===== src/rtl/img_pkg.sv =====
// Shared types for the image pixel sequencer.
// Holds the FSM state codes and the default pixel format.
package img_pkg;

   localparam int PIX_W_DEF = 24;

   typedef logic [PIX_W_DEF-1:0] pixel_t;

   typedef enum logic [3:0] {
      ST_IDLE  = 4'd0,
      ST_REQ   = 4'd1,
      ST_WAIT  = 4'd2,
      ST_DRAIN = 4'd3,
      ST_DONE  = 4'd4,
      ST_ERR   = 4'd5
   } state_t;

endpackage


===== src/rtl/pix_fifo.sv =====
// Show-ahead pixel FIFO: head is valid whenever not empty.
// Push and pop may happen in the same cycle; flush wins.
module pix_fifo
   import img_pkg::*;
#(
   parameter int DEPTH = 4,
   parameter int W     = PIX_W_DEF
) (
   input  logic                     clk,
   input  logic                     rst,
   input  logic                     push,
   input  logic                     pop,
   input  logic                     flush,
   input  logic [W-1:0]             din,
   output logic [W-1:0]             head,
   output logic [$clog2(DEPTH):0]   count,
   output logic                     empty,
   output logic                     full
);

   localparam int AW = $clog2(DEPTH);
   localparam logic [AW:0]   C_DEPTH = (AW+1)'(DEPTH);
   localparam logic [AW:0]   C_ONE   = (AW+1)'(1);
   localparam logic [AW-1:0] P_ONE   = AW'(1);

   logic [W-1:0]  r_mem [DEPTH];
   logic [AW-1:0] r_wr;
   logic [AW-1:0] r_rd;
   logic [AW:0]   r_cnt;

   logic w_do_push;
   logic w_do_pop;

   assign empty     = (r_cnt == '0);
   assign full      = (r_cnt == C_DEPTH);
   assign count     = r_cnt;
   assign w_do_pop  = pop && !empty && !flush;
   assign w_do_push = push && !flush && (!full || w_do_pop);
   assign head      = empty ? '0 : r_mem[r_rd];

   // Storage array; contents only matter behind the pointers.
   always_ff @(posedge clk) begin
      if (w_do_push) begin
         r_mem[r_wr] <= din;
      end
   end

   // Pointer and occupancy bookkeeping.
   always_ff @(posedge clk or posedge rst) begin
      if (rst) begin
         r_wr  <= '0;
         r_rd  <= '0;
         r_cnt <= '0;
      end else if (flush) begin
         r_wr  <= '0;
         r_rd  <= '0;
         r_cnt <= '0;
      end else begin
         if (w_do_push) begin
            r_wr <= r_wr + P_ONE;
         end
         if (w_do_pop) begin
            r_rd <= r_rd + P_ONE;
         end
         unique case ({w_do_push, w_do_pop})
            2'b10:   r_cnt <= r_cnt + C_ONE;
            2'b01:   r_cnt <= r_cnt - C_ONE;
            default: r_cnt <= r_cnt;
         endcase
      end
   end

endmodule


===== src/rtl/img_pix_sequencer.sv =====
// Moves one image from the pixel source to the CPU reader.
// One request in flight at a time, buffered in a show-ahead FIFO.
module img_pix_sequencer
   import img_pkg::*;
#(
   parameter int IMG_W      = 320,
   parameter int IMG_H      = 240,
   parameter int PIX_W      = PIX_W_DEF,
   parameter int FIFO_DEPTH = 4,
   parameter int TIMEOUT    = 1023
) (
   input  logic              clk,
   input  logic              reset,
   input  logic              start,
   input  logic              abort,
   output logic              get_next_pix,
   input  logic              pix_rdy,
   input  logic [PIX_W-1:0]  pixel_data,
   output logic              cpu_rdy,
   output logic [PIX_W-1:0]  pix_rgb_out,
   input  logic              cpu_ack,
   output logic              img_done,
   output logic [31:0]       pix_count,
   output logic [3:0]        out_state,
   output logic              timeout_err
);

   localparam int TOTAL = IMG_W * IMG_H;
   localparam int CNT_W = $clog2(TOTAL + 1);
   localparam int TMR_W = (TIMEOUT < 1) ? 1 : $clog2(TIMEOUT + 1);
   localparam int AW    = $clog2(FIFO_DEPTH);

   localparam logic [CNT_W-1:0] C_TOTAL = CNT_W'(TOTAL);
   localparam logic [CNT_W-1:0] C_LAST  = CNT_W'(TOTAL - 1);
   localparam logic [CNT_W-1:0] C_ONE   = CNT_W'(1);
   localparam logic [TMR_W-1:0] C_TMO   = TMR_W'(TIMEOUT);
   localparam logic [TMR_W-1:0] T_ONE   = TMR_W'(1);
   localparam logic [AW:0]      C_DEPTH = (AW+1)'(FIFO_DEPTH);

   state_t           r_state;
   state_t           w_state_nxt;
   logic [CNT_W-1:0] r_req_cnt;
   logic [CNT_W-1:0] r_pix_count;
   logic [TMR_W-1:0] r_timer;
   logic             r_timeout_err;

   logic             w_push;
   logic             w_pop;
   logic             w_flush;
   logic             w_restart;
   logic             w_space;
   logic             w_empty;
   logic             w_full;
   logic [AW:0]      w_fifo_cnt;
   logic [PIX_W-1:0] w_head;

   // A fresh image starts from IDLE or DONE; ERR resumes.
   assign w_restart = start && !abort &&
                      (r_state == ST_IDLE || r_state == ST_DONE);
   assign w_space   = (w_fifo_cnt < C_DEPTH);
   assign w_pop     = cpu_ack && !w_empty && !abort &&
                      (r_state != ST_IDLE);
   assign w_push    = pix_rdy && !abort && (r_state == ST_WAIT) &&
                      (!w_full || w_pop);
   assign w_flush   = abort || w_restart;

   pix_fifo #(
      .DEPTH (FIFO_DEPTH),
      .W     (PIX_W)
   ) u_fifo (
      .clk   (clk),
      .rst   (reset),
      .push  (w_push),
      .pop   (w_pop),
      .flush (w_flush),
      .din   (pixel_data),
      .head  (w_head),
      .count (w_fifo_cnt),
      .empty (w_empty),
      .full  (w_full)
   );

   // Next-state decode; abort overrides everything.
   always_comb begin
      w_state_nxt = r_state;
      if (abort) begin
         w_state_nxt = ST_IDLE;
      end else begin
         unique case (r_state)
            ST_IDLE: begin
               if (start) w_state_nxt = ST_REQ;
            end
            ST_REQ: begin
               if (w_space) w_state_nxt = ST_WAIT;
            end
            ST_WAIT: begin
               if (w_push) begin
                  w_state_nxt = (r_req_cnt == C_LAST) ?
                                ST_DRAIN : ST_REQ;
               end else if (r_timer == C_TMO) begin
                  w_state_nxt = ST_ERR;
               end
            end
            ST_DRAIN: begin
               if (w_empty && r_pix_count == C_TOTAL)
                  w_state_nxt = ST_DONE;
            end
            ST_DONE, ST_ERR: begin
               if (start) w_state_nxt = ST_REQ;
            end
            default: w_state_nxt = ST_IDLE;
         endcase
      end
   end

   // State register.
   always_ff @(posedge clk or posedge reset) begin
      if (reset) r_state <= ST_IDLE;
      else       r_state <= w_state_nxt;
   end

   // Request and delivery counters, cleared for each new image.
   always_ff @(posedge clk or posedge reset) begin
      if (reset) begin
         r_req_cnt   <= '0;
         r_pix_count <= '0;
      end else if (w_flush) begin
         r_req_cnt   <= '0;
         r_pix_count <= '0;
      end else begin
         if (w_push) r_req_cnt   <= r_req_cnt + C_ONE;
         if (w_pop)  r_pix_count <= r_pix_count + C_ONE;
      end
   end

   // Source response timer; runs only while waiting in WAIT.
   always_ff @(posedge clk or posedge reset) begin
      if (reset) begin
         r_timer <= '0;
      end else if (r_state == ST_WAIT && w_state_nxt == ST_WAIT) begin
         r_timer <= r_timer + T_ONE;
      end else begin
         r_timer <= '0;
      end
   end

   // Sticky timeout flag, cleared by abort or any accepted start.
   always_ff @(posedge clk or posedge reset) begin
      if (reset) begin
         r_timeout_err <= 1'b0;
      end else if (abort) begin
         r_timeout_err <= 1'b0;
      end else if (start && (r_state == ST_IDLE ||
                             r_state == ST_DONE ||
                             r_state == ST_ERR)) begin
         r_timeout_err <= 1'b0;
      end else if (r_state == ST_WAIT && w_state_nxt == ST_ERR) begin
         r_timeout_err <= 1'b1;
      end
   end

   assign get_next_pix = (r_state == ST_REQ) && w_space && !abort;
   assign cpu_rdy      = !w_empty;
   assign pix_rgb_out  = w_head;
   assign img_done     = (r_state == ST_DONE);
   assign pix_count    = 32'(r_pix_count);
   assign out_state    = r_state;
   assign timeout_err  = r_timeout_err;

endmodule


===== config.mk =====
export PLATFORM = sky130hd
export DESIGN_NAME = img_pix_sequencer
export DESIGN_NICKNAME = d
export VERILOG_FILES = /design/src/rtl/img_pkg.sv /design/src/rtl/pix_fifo.sv /design/src/rtl/img_pix_sequencer.sv
export SDC_FILE = /design/constraint.sdc
export NUM_CORES = 1
export LEC_CHECK = 0
export CAP_MARGIN = 20
export CORE_MARGIN = 5
export CORE_UTILIZATION = 51
export CTS_BUF_LIST = sky130_fd_sc_hd__clkbuf_4 sky130_fd_sc_hd__clkbuf_8
export CTS_CLUSTER_DIAMETER = 40
export DETAILED_ROUTE_END_ITERATION = 12
export GPL_ROUTABILITY_DRIVEN = 0
export PLACE_DENSITY = 0.77
export RECOVER_POWER = 50
export SLEW_MARGIN = 30
export SYNTH_ARGS = -nofsm -noshare
export SYNTH_HDL_FRONTEND = slang
export SYNTH_SLANG_ARGS = --single-unit

===== constraint.sdc =====
create_clock -name clk -period 2.9 [get_ports clk]
set_clock_uncertainty 0.05 [all_clocks]
set_input_delay 0.58 -clock clk [delete_from_list [all_inputs] [get_ports clk]]
set_output_delay 0.58 -clock clk [all_outputs]
set_load 0.01 [all_outputs]

**Word level (Yosys, flattened, before mapping)**

Memories as Yosys holds them, arrays and structs flattened.
Cells that the tools add are included.

- Add/subtract/negate cells: 7
- Magnitude comparators: 1
- Equality and inequality tests: 13
- Muxes and demuxes: 25
- Reduce and logical (&&, ||, !) cells: 37

Operators with widths:

| operator | count |
|---|---|
| $mux 17 | 4 |
| $add 17x1->17 const B | 2 |
| $eq 17x17->1 const B | 2 |
| $mux 24 | 1 |
| $mux 4 | 6 |
| $logic_and 1x1->1 | 18 |
| $pmux 4 s4 | 1 |
| $eq 4x2->1 const B | 3 |
| $eq 4x3->1 const B | 3 |
| $add 10x1->10 const B | 1 |
| $eq 10x10->1 const B | 1 |
| $mux 10 | 1 |
| $mux 2 | 5 |
| $reduce_bool 2->1 | 4 |
| $pmux 3 s2 | 1 |
| $reduce_bool 3->1 | 2 |
| $logic_or 1x1->1 | 5 |
| $mux 1 | 5 |
| $add 2x1->2 const B | 2 |
| $eq 4x1->1 const B | 1 |
| $logic_not 1->1 | 4 |
| $logic_not 4->1 | 1 |
| $reduce_bool 4->1 | 1 |
| $add 3x1->3 const B | 1 |
| other kinds (8) | 8 |

- Register bits after elaboration: 56
- RAM bits: 96
- Bits of input ports: 30
- Output and inout port bits: 64
- Word-level logic and storage cells: 92
- Memories kept: 1

Memory list:

| memory | depth | width | read ports | clocked after memory_dff | write ports | RTL line | RTL |
|---|---|---|---|---|---|---|---|
| u_fifo.r_mem | 4 | 24 | 1 | 0 | 1 | pix_fifo.sv:26 | `logic [W-1:0] r_mem [DEPTH];` |

**Longest topological paths before layout**

- Depth after elaboration: 15
- Mapped depth: 9
- Depth with buffers taken out: 8

**By module**

Synthesis repeated with hierarchy kept, for this count alone.

- Cell total of the unflattened synthesis: 516
- Area, all modules: 6964.2 µm²

Modules (own cells, without submodules):

| module | instances | cells each | area an instance (µm²) | seq. area each (µm²) |
|---|---|---|---|---|
| pix_fifo | 1 | 215 | 4184.0 | 3057.9 |
| img_pix_sequencer | 1 | 301 | 2780.2 | 1226.2 |

**Worst setup path before layout**

OpenSTA, ideal clock, no wires.

- Path type: input to register
- From: in abort
- To: reg u_fifo.r_cnt[2], in the netlist u_fifo.count[2]
- Setup time: 78 ps
- Arrival: 2882 ps
- Required time: 2772 ps
- Slack: -110 ps
- Stages: 9
- Path buffers: 1
- Path through: or4b_4 > nor4b_4 > inv_2 > buf_6 > ha_1 > fa_1 > xnor2_1 > or3_1 > a21oi_1

- Word-level cells in the longest chain between the ends: 11
- Elaborated cells between the ends (all ways): 21
- Those cells by class: 2 x eq/ne; 2 x mux; 17 x reduce/logical

RTL lines:

| element | RTL line | RTL |
|---|---|---|
| from (decl) | img_pix_sequencer.sv:15 | `input logic abort,` |
| $logic_not 1->1 | img_pix_sequencer.sv:58, img_pix_sequencer.sv:61, img_pix_sequencer.sv:63 |  |
| $logic_and 1x1->1 (2 in series) | img_pix_sequencer.sv:58 | `assign w_restart = start && !abort &&` |
| $logic_or 1x1->1 | img_pix_sequencer.sv:65 | `assign w_flush = abort \|\| w_restart;` |
| $logic_not 1->1 | pix_fifo.sv:37, pix_fifo.sv:38 |  |
| $logic_and 1x1->1 | pix_fifo.sv:37 | `assign w_do_pop = pop && !empty && !flush;` |
| $logic_or 1x1->1 | pix_fifo.sv:38 | `assign w_do_push = push && !flush && (!full \|\| w_do_pop);` |
| $logic_and 1x1->1 | pix_fifo.sv:38 |  |
| $eq 2x1->1 / $eq 2x2->1 (equally long branches) | pix_fifo.sv:65 | `unique case ({w_do_push, w_do_pop})` |
| $pmux 3 s2 | pix_fifo.sv:65 |  |
| $mux 3 | pix_fifo.sv:54 | `end else if (flush) begin` |
| to (signal assigned) | pix_fifo.sv:66 | `2'b10: r_cnt <= r_cnt + C_ONE;` |
| to (signal assigned) | pix_fifo.sv:67 | `2'b01: r_cnt <= r_cnt - C_ONE;` |
| to (signal assigned) | pix_fifo.sv:68 | `default: r_cnt <= r_cnt;` |
| to (decl) | pix_fifo.sv:29 | `logic [AW:0] r_cnt;` |

Parallel ways exist; a longest one is shown, timed or not.
A chain may end at the register's enable or synchronous reset.

**Final worst setup path**

- From: reg u_fifo.r_rd[0]
- To: out pix_rgb_out[22]

- Word-level cells in the longest chain between the ends: 2

RTL lines:

| element | RTL line | RTL |
|---|---|---|
| from (decl) | pix_fifo.sv:28 | `logic [AW-1:0] r_rd;` |
| from (signal assigned) | pix_fifo.sv:63 | `r_rd <= r_rd + P_ONE;` |
| $mem_v2 4x24 | - |  |
| $mux 24 | pix_fifo.sv:39 | `assign head = empty ? '0 : r_mem[r_rd];` |
| to (decl) | img_pix_sequencer.sv:20 | `output logic [PIX_W-1:0] pix_rgb_out,` |

Every way passes these cells.

==> flow_summary.yaml <==
cells_and_area:
  area_growth_pct: 23.3
  n_antenna_cell: 0
  drive_above_1_share: 0.145
  multi_input_area_um2: 2350
  seq_area_um2: 4290
  nets: 640
  fillCellCount: 964
clock_tree:
  cts_buffers: 17
  path_clk_slew_ps: 70
  cts_tree: "done"
  holdBufCountCts: 0
  cts_max_path_buffers: 2
  clock_sinks: 152
  h-tree-depth: 4
  cts_root_buf: "clkbuf_8"
  insertion_delay_ps: 450
pwr:
  p_leak_nw: 3.15
  clkPwrFrac: 0.395
  power_frac_seq: 0.573
  switchingPower_mw: 0.857
  internal-power_mw: 3.17
  p_per_area_nw_per_um2: 481
  pwr-share-comb: 0.032
  vdd_drop_max_v: 0.000314
  power.total_mw: 4.03
  p_sw_frac: 0.213
setup_path:
  cp-end-kind: "primary output"
  critPathLaunchType: "flop"
  timing.rr.start: "out_state[0]"
  r2r-end: "r_req_cnt[16]"
  criticalPathCategory: "flop to primary output"
  cp_max_fo: 15
  arrival_ps: 2200
  r2r_setup_slack_ps: 310
  crit_start: "u_fifo.r_rd[0]"
  worstSetupEndpoint: "pix_rgb_out[22]"
  crit_required_ps: 2270
  r2r_cells: 5
sta:
  max_freq_mhz: 354
  maxSlewViolCount: 0
  period_needed_ps: 2830
  worst_pin_slew_ps: 1150
  fin_worst_hold_slack_ps: 438
  hold_violations: 0
  fin_crit_sh: 0.974
  slew_headroom: 0.234
  finalSetupViolations: 0
  rsz0062_at_grt: "true"
  tns_ps: 0
yosys:
  synth.avg_cell_area_um2: 13.8
  synth_top_cell_by_area: "edfxtp_1"
  synth-seq-cells: 152
  synthFlopType: "edfxtp_1"
  yosys-top-cells-area: "edfxtp_1 42%, dfrtp_1 21%, mux4_2 8.0%"
  ys_warn_count: 0
  syn-cell-area_um2: 6790
  synthArstFlopShare: 0.368
  synth-seq-area-share: 0.631
  ys_types: 48
  synth_top_area_frac: 0.424
  synth_cells: 492
  synth-edff-count: 96
floorplan:
  fp.dieW_um: 125
  rows: 42
  fp.dieArea_um2: 15700
  core_region_area_um2: 13100
  die_h_um: 125
  initial_utilization: 0.517
  ios: 94
placement:
  dp_hpwl_mm: 9.42
  portBuffers: 78
job:
  drv_cap: 0
detailed_routing:
  wl_per_cell_um: 17.4
  drtIter0Drc: 375
  drt_first_pass_iters: 5
  drt.antenna.violating_nets: 0
  drt-total-wl_mm: 13.7
  num_vias: 4461
  route.detailed.drc: 0
  viasPerCell: 5.65
min_path:
  min_path_cells: 1
  min_path_type: "flop to flop"
status:
  outcome: "completed"
global_route:
  grt_pass1_vias: 4424
  track_usage: 0.180
  grt_overflow: 0
  grt_pass1_wl_mm: 22.5
  antenna_found_initial: 0
  grt_max_degree: 30
cells in the final DEF (no fill, tap or decap), types with 6 or more instances in the layout:
cell type	count
nand4_1	12
o31ai_1	13
mux4_2	24
clkbuf_1	8
o21ai_0	12
and2_1	29
clkdlybuf4s50_1	40
ha_1	8
dlygate4sd3_1	28
clkbuf_8	18
edfxtp_1	96
xnor2_1	9
nor2_1	31
buf_4	17
nand2_1	20
nand3_1	23
dlymetal6s2s_1	10
dfrtp_1	53
mux2i_1	7
nor3_1	6
a21oi_1	19
or4_1	17
xor2_1	9
or3_1	11
conb_1	16
inv_1	11
synth_stat cells, drive strengths merged, types with 2 or more instances:
cell and instances:
buf 20, xnor2 9, nor4b 6, and2 29, nand2 20, ha 9
nor2 31, or3 11, nor3 7, nor4 4, and4 2, or4 17
and3 4, a21oi 19, or2 2, o211ai 2, clkbuf 16, o21ai 12
o31ai 13, inv 11, edfxtp 96, mux4 24, xor2 9, nand2b 2
nand4 12, nand3 23, a22o 2, nor2b 4, mux2i 7, dfrtp 56
worst max-delay path: stages, from the launching register on:
cell             delay (ps)
dfrtp_2                 410
buf_12                  180
mux4_2                  500
and2_1                  170
clkdlybuf4s50_1         470
metal layers:
layer	share of wire	track usage	up-vias
met1	0.42	0.232	2259
met3	0.056	0.0414	10
li1	-	-	2057
met2	0.52	0.303	135
met5	0	0	-
met4	0.010	0.0619	0
power groups by stage:
stage          Sequential (mW)  Clock [mW]  Combinational, mW
2_1_floorplan             2.36           0             0.0669
3_3_place_gp              2.36           0              0.139
3_5_place_dp              2.36           0              0.143
4_1_cts                   2.31        1.62              0.144
5_1_grt                   2.31        1.72              0.143
6_report                  2.31        1.59              0.129
area by class of cell:
| cell class | count | share of cell area |
|---|---|---|
| Clock inverter | 11 | 0.0149 |
| Inverter | 11 | 0.00493 |
| Multi-Input combinational cell | 308 | 0.281 |
| Tap cell | 176 | 0.0263 |
| Timing Repair Buffer | 110 | 0.129 |
| Sequential cell | 152 | 0.512 |
| Clock buffer | 21 | 0.0323 |
state kept, by name (all words and copies together), names as in the netlist:
register	count
r_req_cnt	17
u_fifo.count	3
r_timer	10
out_state	4
timeout_err	1
u_fifo.r_rd	2
u_fifo.r_wr	2
r_pix_count	17
u_fifo.r_mem	96
worst min path at each step:
stage                     slack (ps)    endpoint  startpoint
after floorplan                  380  r_timer[0]  r_timer[0]
after global placement           400  r_timer[0]  r_timer[0]
after detailed placement         420  r_timer[0]  r_timer[0]
after CTS                        440  r_timer[0]  r_timer[0]
after global routing             460  r_timer[0]  r_timer[0]
final                            440  r_timer[0]  r_timer[0]
cell families (layout without fill, tap and decap cells):
logic type	count (synthesis)	count (layout)	share of synthesized area
AOI/OAI and AO/OA	54	54	0.0495
xor gates and xnor gates	18	18	0.0232
adders and majority gates	10	10	0.0195
buffers and inverters	47	153	0.0355
DFF	152	152	0.631
muxes	31	31	0.0899
other	1	16	0.000552
and+or+nand+nor	179	179	0.151
repair_timing:
action	CTS	global route
endpoints found under the setup margin	24	25
cloned	0	0
buffers inserted	0	0
gates resized for setup	5	14
per-stage QoR:
stage,util,cell area [µm²],instances,setup slack [ps]
2_1_floorplan,-,6870,507,-36.7
3_3_place_gp,0.607,7970,757,-211
3_5_place_dp,0.607,7970,757,-261
4_1_cts,0.638,8390,789,16.0
5_1_grt,0.638,8380,789,-11.7
6_report,0.638,8380,789,74.0
(Power assumes the default switching activity.)
